File: src/rtl/nts_ntp_header_parser.sv
// nts_ntp_header_parser
//
// Receive-side NTP header parser for NTS client requests. It takes the 48-byte
// NTP header as six 64-bit big-endian words. The parser checks the version and
// mode from word 0 and captures the client transmit timestamp from word 5.
// After that it waits for the NTS authentication verdict. It then issues the
// record-receive, transmit and clear pulses that nts_timestamp expects.
//
// Ports:
//   i_clk, i_areset            clock; asynchronous active-high reset
//   i_rx_valid/start/data      header word stream (start marks word 0)
//   i_rx_abort                 upstream truncation; drop the current header
//   i_auth_ok, i_auth_fail     NTS authentication verdict (fail wins)
//   o_busy                     a header is in progress
//   o_record_receive_timestamp pulse one cycle after word 0
//   o_transmit, o_clear        mutually exclusive outcome pulses
//   o_origin_timestamp         client transmit timestamp (word 5)
//   o_version_number, o_poll   fields from word 0
//   o_cnt_accepted/rejected    wrapping outcome counters
module nts_ntp_header_parser #(
    parameter int unsigned VN_MIN      = 3,
    parameter int unsigned VN_MAX      = 4,
    parameter int unsigned MODE_CLIENT = 3
) (
    input  logic        i_clk,
    input  logic        i_areset,
    input  logic        i_rx_valid,
    input  logic        i_rx_start,
    input  logic [63:0] i_rx_data,
    input  logic        i_rx_abort,
    input  logic        i_auth_ok,
    input  logic        i_auth_fail,
    output logic        o_busy,
    output logic        o_record_receive_timestamp,
    output logic        o_transmit,
    output logic        o_clear,
    output logic [63:0] o_origin_timestamp,
    output logic [2:0]  o_version_number,
    output logic [7:0]  o_poll,
    output logic [31:0] o_cnt_accepted,
    output logic [31:0] o_cnt_rejected
);

    typedef enum logic [1:0] {StIdle, StHdr, StWaitAuth} state_e;

    localparam logic [2:0] VnMin      = 3'(VN_MIN);
    localparam logic [2:0] VnMax      = 3'(VN_MAX);
    localparam logic [2:0] ModeClient = 3'(MODE_CLIENT);
    localparam logic [2:0] LastWord   = 3'd5;

    state_e      state_q, state_d;
    logic [2:0]  word_cnt_q, word_cnt_d;
    logic        bad_q, bad_d;
    logic [2:0]  vn_q, vn_d;
    logic [7:0]  poll_q, poll_d;
    logic [63:0] origin_q, origin_d;
    logic        record_q, record_d;
    logic        transmit_q, transmit_d;
    logic        clear_q, clear_d;
    logic [31:0] acc_q, acc_d;
    logic [31:0] rej_q, rej_d;

    logic       hdr_start;
    logic [2:0] rx_vn;
    logic [2:0] rx_mode;
    logic       rx_bad;

    assign hdr_start = i_rx_valid && i_rx_start;
    assign rx_vn     = i_rx_data[61:59];
    assign rx_mode   = i_rx_data[58:56];
    // The header is judged once, at word 0. The remaining words are still
    // consumed so that the upstream framing stays aligned.
    assign rx_bad    = (rx_vn < VnMin) || (rx_vn > VnMax) || (rx_mode != ModeClient);

    always_comb begin
        state_d    = state_q;
        word_cnt_d = word_cnt_q;
        bad_d      = bad_q;
        vn_d       = vn_q;
        poll_d     = poll_q;
        origin_d   = origin_q;
        record_d   = 1'b0;
        transmit_d = 1'b0;
        clear_d    = 1'b0;
        acc_d      = acc_q;
        rej_d      = rej_q;

        case (state_q)
            StIdle: begin
                if (hdr_start) begin
                    state_d    = StHdr;
                    word_cnt_d = 3'd1;
                    bad_d      = rx_bad;
                    vn_d       = rx_vn;
                    poll_d     = i_rx_data[47:40];
                    record_d   = 1'b1;
                end
            end
            StHdr: begin
                if (i_rx_abort) begin
                    state_d    = StIdle;
                    word_cnt_d = 3'd0;
                    clear_d    = 1'b1;
                    rej_d      = rej_q + 32'd1;
                end else if (hdr_start) begin
                    // A restart drops the old header and begins the new one in the same cycle.
                    word_cnt_d = 3'd1;
                    bad_d      = rx_bad;
                    vn_d       = rx_vn;
                    poll_d     = i_rx_data[47:40];
                    record_d   = 1'b1;
                    clear_d    = 1'b1;
                    rej_d      = rej_q + 32'd1;
                end else if (i_rx_valid) begin
                    if (word_cnt_q == LastWord) begin
                        origin_d   = i_rx_data;
                        word_cnt_d = 3'd0;
                        state_d    = StWaitAuth;
                    end else begin
                        word_cnt_d = word_cnt_q + 3'd1;
                    end
                end
            end
            StWaitAuth: begin
                if (i_rx_abort || bad_q || i_auth_fail) begin
                    state_d = StIdle;
                    clear_d = 1'b1;
                    rej_d   = rej_q + 32'd1;
                end else if (i_auth_ok) begin
                    state_d    = StIdle;
                    transmit_d = 1'b1;
                    acc_d      = acc_q + 32'd1;
                end
            end
            default: begin
                state_d    = StIdle;
                word_cnt_d = 3'd0;
            end
        endcase
    end

    always_ff @(posedge i_clk or posedge i_areset) begin
        if (i_areset) begin
            state_q    <= StIdle;
            word_cnt_q <= 3'd0;
            bad_q      <= 1'b0;
            vn_q       <= 3'd0;
            poll_q     <= 8'd0;
            origin_q   <= 64'd0;
            record_q   <= 1'b0;
            transmit_q <= 1'b0;
            clear_q    <= 1'b0;
            acc_q      <= 32'd0;
            rej_q      <= 32'd0;
        end else begin
            state_q    <= state_d;
            word_cnt_q <= word_cnt_d;
            bad_q      <= bad_d;
            vn_q       <= vn_d;
            poll_q     <= poll_d;
            origin_q   <= origin_d;
            record_q   <= record_d;
            transmit_q <= transmit_d;
            clear_q    <= clear_d;
            acc_q      <= acc_d;
            rej_q      <= rej_d;
        end
    end

    assign o_busy                     = (state_q != StIdle);
    assign o_record_receive_timestamp = record_q;
    assign o_transmit                 = transmit_q;
    assign o_clear                    = clear_q;
    assign o_origin_timestamp         = origin_q;
    assign o_version_number           = vn_q;
    assign o_poll                     = poll_q;
    assign o_cnt_accepted             = acc_q;
    assign o_cnt_rejected             = rej_q;

endmodule

File: config.mk
export PLATFORM = sky130hd
export DESIGN_NAME = nts_ntp_header_parser
export DESIGN_NICKNAME = d
export VERILOG_FILES = /design/src/rtl/nts_ntp_header_parser.sv
export SDC_FILE = /design/constraint.sdc
export NUM_CORES = 1
export LEC_CHECK = 0
export BUFFER_PORTS_ARGS = -buffer_cell sky130_fd_sc_hd__buf_2
export CAP_MARGIN = 20
export CORE_UTILIZATION = 50
export DETAILED_ROUTE_END_ITERATION = 12
export PLACE_DENSITY = 0.85
export SLEW_MARGIN = 30
export SYNTH_ARGS = -nofsm -noshare
export SYNTH_HDL_FRONTEND = slang
export SYNTH_SLANG_ARGS = --single-unit
export TNS_END_PERCENT = 5
File: constraint.sdc
create_clock -name i_clk -period 5.9 [get_ports i_clk]
set_clock_uncertainty 0.05 [all_clocks]
set_input_delay 0.295 -clock i_clk [delete_from_list [all_inputs] [get_ports i_clk]]
set_output_delay 0.295 -clock i_clk [all_outputs]
set_load 0.01 [all_outputs]
==> metrics.cfg <==
[flow_run]
drv_cap=0

[final_layout]
diodes=0
drive_gt1_share_pct=47.7
fin_area_um2=8100
final_nets=766
syn_to_final_growth_pct=30.9

[detailed_routing]
wire_per_inst_um=16.0
vias=4490
first_pass_iters=4
route.detailed.drc=0
drtAntennaViolNets=0
wl_um=13900
via_per_inst=5.15
drt-initial-drc-count=227

[worst_setup_path]
startpoint_type=flop
crit_fanout=40
critical_path_class=reg -> reg
critical_path_arrival_ps=3610
critPathRequiredTime_ps=6150
cp-end-kind=flop

[synthesis]
ys_types=41
muxShareOfSynthArea_pct=14.0
seq_area_frac_synth_pct=59.8
netlist.area_leader.share_pct=59.8
ys_seq_elements=148
synth.cell_area_um2=6190
synthAdderAreaFrac_pct=1.01
synth_compound_area_share_pct=2.32
syn_avg_cell_area_um2=13.1
synth.area.top_cells=dfrtp_1 60%, mux2_2 14%, xnor2_1 5.9%
yosys.area_share.simple_pct=11.9
synth_area_leader_cell=dfrtp_1
synth_cells=471
synthXorXnorAreaFrac_pct=8.77
synth_top_family_by_area=multiplexers
yosys_warnings=0
synth.net_count=547

[global_routing]
antenna_found_initial=0
grt_max_degree=82
grt_util_all_layers_pct=22.3
grt_pass1_vias=4518
grt-ovfl-total=0
grt_pass1_wl_um=22100

[power_and_ir_drop]
seqPwrFrac_pct=41.6
ir_drop_uv=302
swShare_pct=25.2
p_leak_uw=0.00443
pwr-share-clk_pct=43.5
power-per-cell-area_nw_per_um2=345
p_int_uw=2090
comb_power_share_pct=14.8
p_sw_uw=705

[clocking]
clk_latency_ps=420
clk_pin_slew_ps=60
cts_tree=yes
cts_num_sinks=148
cts_max_level=4
clock_path_buffers=2
post-cts-setup-buffers=0
cts_resized=0
cts_buffers=17
clock-root-buffer=clkbuf_16

[sta]
slew_viol_final=0
slew_headroom_pct=51.8
tightest_slew_ps=722
max_freq_ghz=0.297
rsz0062_at_grt=no
setup_viol=0
period_share_pct=57.0
hold_violations=0
tns_ps=0
period_needed_ps=3360

[floorplan]
dieArea_um2=12800
initial_core_util_pct=51.3
chipHeight_um=113
pin_count=214
core_area_um2=12100
num_rows=40
die_w_um=113

[placement]
gp_congestion=0.807
place_area_um2=7410
port_buffers=213
dp_hpwl_um=9740

[worst_hold_path]
hold_path_class=in -> reg

[outcome]
outcome=finished, final reports clean

[layout by cell type (no fill, tap or decap), types with 2 or more instances in the layout]
master / n
a21oi_1: 3
a221oi_1: 2
a31oi_1: 2
and2_1: 2
and3_1: 15
and4_1: 5
buf_2: 213
bufinv_16: 5
clkbuf_16: 17
clkbuf_8: 6
clkinv_2: 4
dfrtp_1: 148
ha_1: 5
inv_1: 10
mux2_2: 77
nand2_1: 26
nand3_1: 20
nand4_1: 19
nand4_2: 2
nor2_1: 20
nor2_4: 2
nor2b_1: 2
nor3_1: 10
nor3b_1: 2
o21ai_0: 6
xnor2_1: 42
xor2_1: 20
[layer usage]
layer  global-route usage [%]  share of wire (%)  wire (um)  vias to the layer above
met2                     38.3                 51       7120                      167
met1                     26.9                 42       5790                     2205
met3                     5.36                5.2        717                       29
li1                         -                  -          -                     2089
met5                        0                  0          0                        -
met4                     9.47                1.9        262                        0
[Yosys cell counts (all sizes together)]
library cell	number
nor3b	2
o21ai	6
mux2	77
a211oi	1
a221oi	2
buf	13
nand3	20
and3	15
nor4	2
nor2b	2
nand2b	1
xnor2	42
nand2	27
inv	11
ha	5
a21oi	3
nor2	23
clkbuf	3
a22o	1
and4	5
a32o	1
or4b	1
and2	4
a2111oi	1
nand4	21
a21boi	1
a31oi	2
xor2	20
o31ai	1
dfrtp	148
nor3	10
[sequential cells by signal, indices dropped and copies added (netlist names)]
name and cells:
o_version_number 3, word_cnt_q 3, o_transmit 1, o_cnt_rejected 32, o_record_receive_timestamp 1, bad_q 1
o_cnt_accepted 32, o_clear 1, state_q 2, o_origin_timestamp 64, o_poll 8
[path summary, 6_finish.rpt]
check                                         endpoint  cells past startpoint                from  slack (ps)
worst max register to register  o_origin_timestamp[25]                      7          state_q[1]        2540
worst min-delay path            o_origin_timestamp[48]                      2       i_rx_data[48]          50
min in group asynchronous       o_origin_timestamp[25]                      3            i_areset         460
worst max-delay path            o_origin_timestamp[25]                      7          state_q[1]        2540
worst min register to register      o_cnt_rejected[31]                      1  o_cnt_rejected[31]         430
max in group asynchronous       o_origin_timestamp[39]                      4            i_areset        4190
[area by class of cell]
cell class,instances,area (um^2)
clock buffer,23,508
clock inverter,9,170
fill,915,3960
inverter,11,46.3
multi-input combinational,296,2370
sequential,148,3700
tap,168,210
timing repair buffer,216,1090
[power by group through the flow]
| stage | combinational (uW) | sequential, uW | clock (uW) |
|---|---|---|---|
| floorplan | 221 | 1210 | 0 |
| global placement | 396 | 1170 | 0 |
| global route | 454 | 1180 | 1280 |
| CTS | 418 | 1160 | 1240 |
| detailed placement | 416 | 1180 | 0 |
| finish | 416 | 1170 | 1220 |
[critical path, cell delays in order (launching register included)]
cell and delay (ps):
dfrtp_1 380, inv_1 100, ha_1 290, nor2b_1 530, nand2_1 250, nor2_4 630, buf_4 550, mux2_2 410
[cells by family (layout without fill, tap and decap cells)]
group	Yosys count	in the layout
DFF	148	148
and+or+nand+nor	133	133
muxes	77	77
xor gates and xnor gates	62	62
buffers and inverters	27	259
AOI/OAI and AO/OA	19	19
adders and majority gates	5	5
[per-stage QoR]
step	instances	utilization [%]	total power, uW	hold slack (ps)	setup WS [ps]
detailed placement	838	61.5	1600	376	2580
global placement	838	61.4	1570	360	2760
CTS	871	67.2	2820	44.5	2550
global route	871	67.2	2910	44.7	2290
finish	871	67.2	2800	54.6	2540
floorplan	471	-	1430	397	1580
[what timing repair did]
item | 4_1_cts | 5_1_grt
endpoints found under the hold margin | 67 | 0
hold buffers | 1 | 0
setup endpoints to repair | 0 | 0
Power figures use the tool's default switching activity.
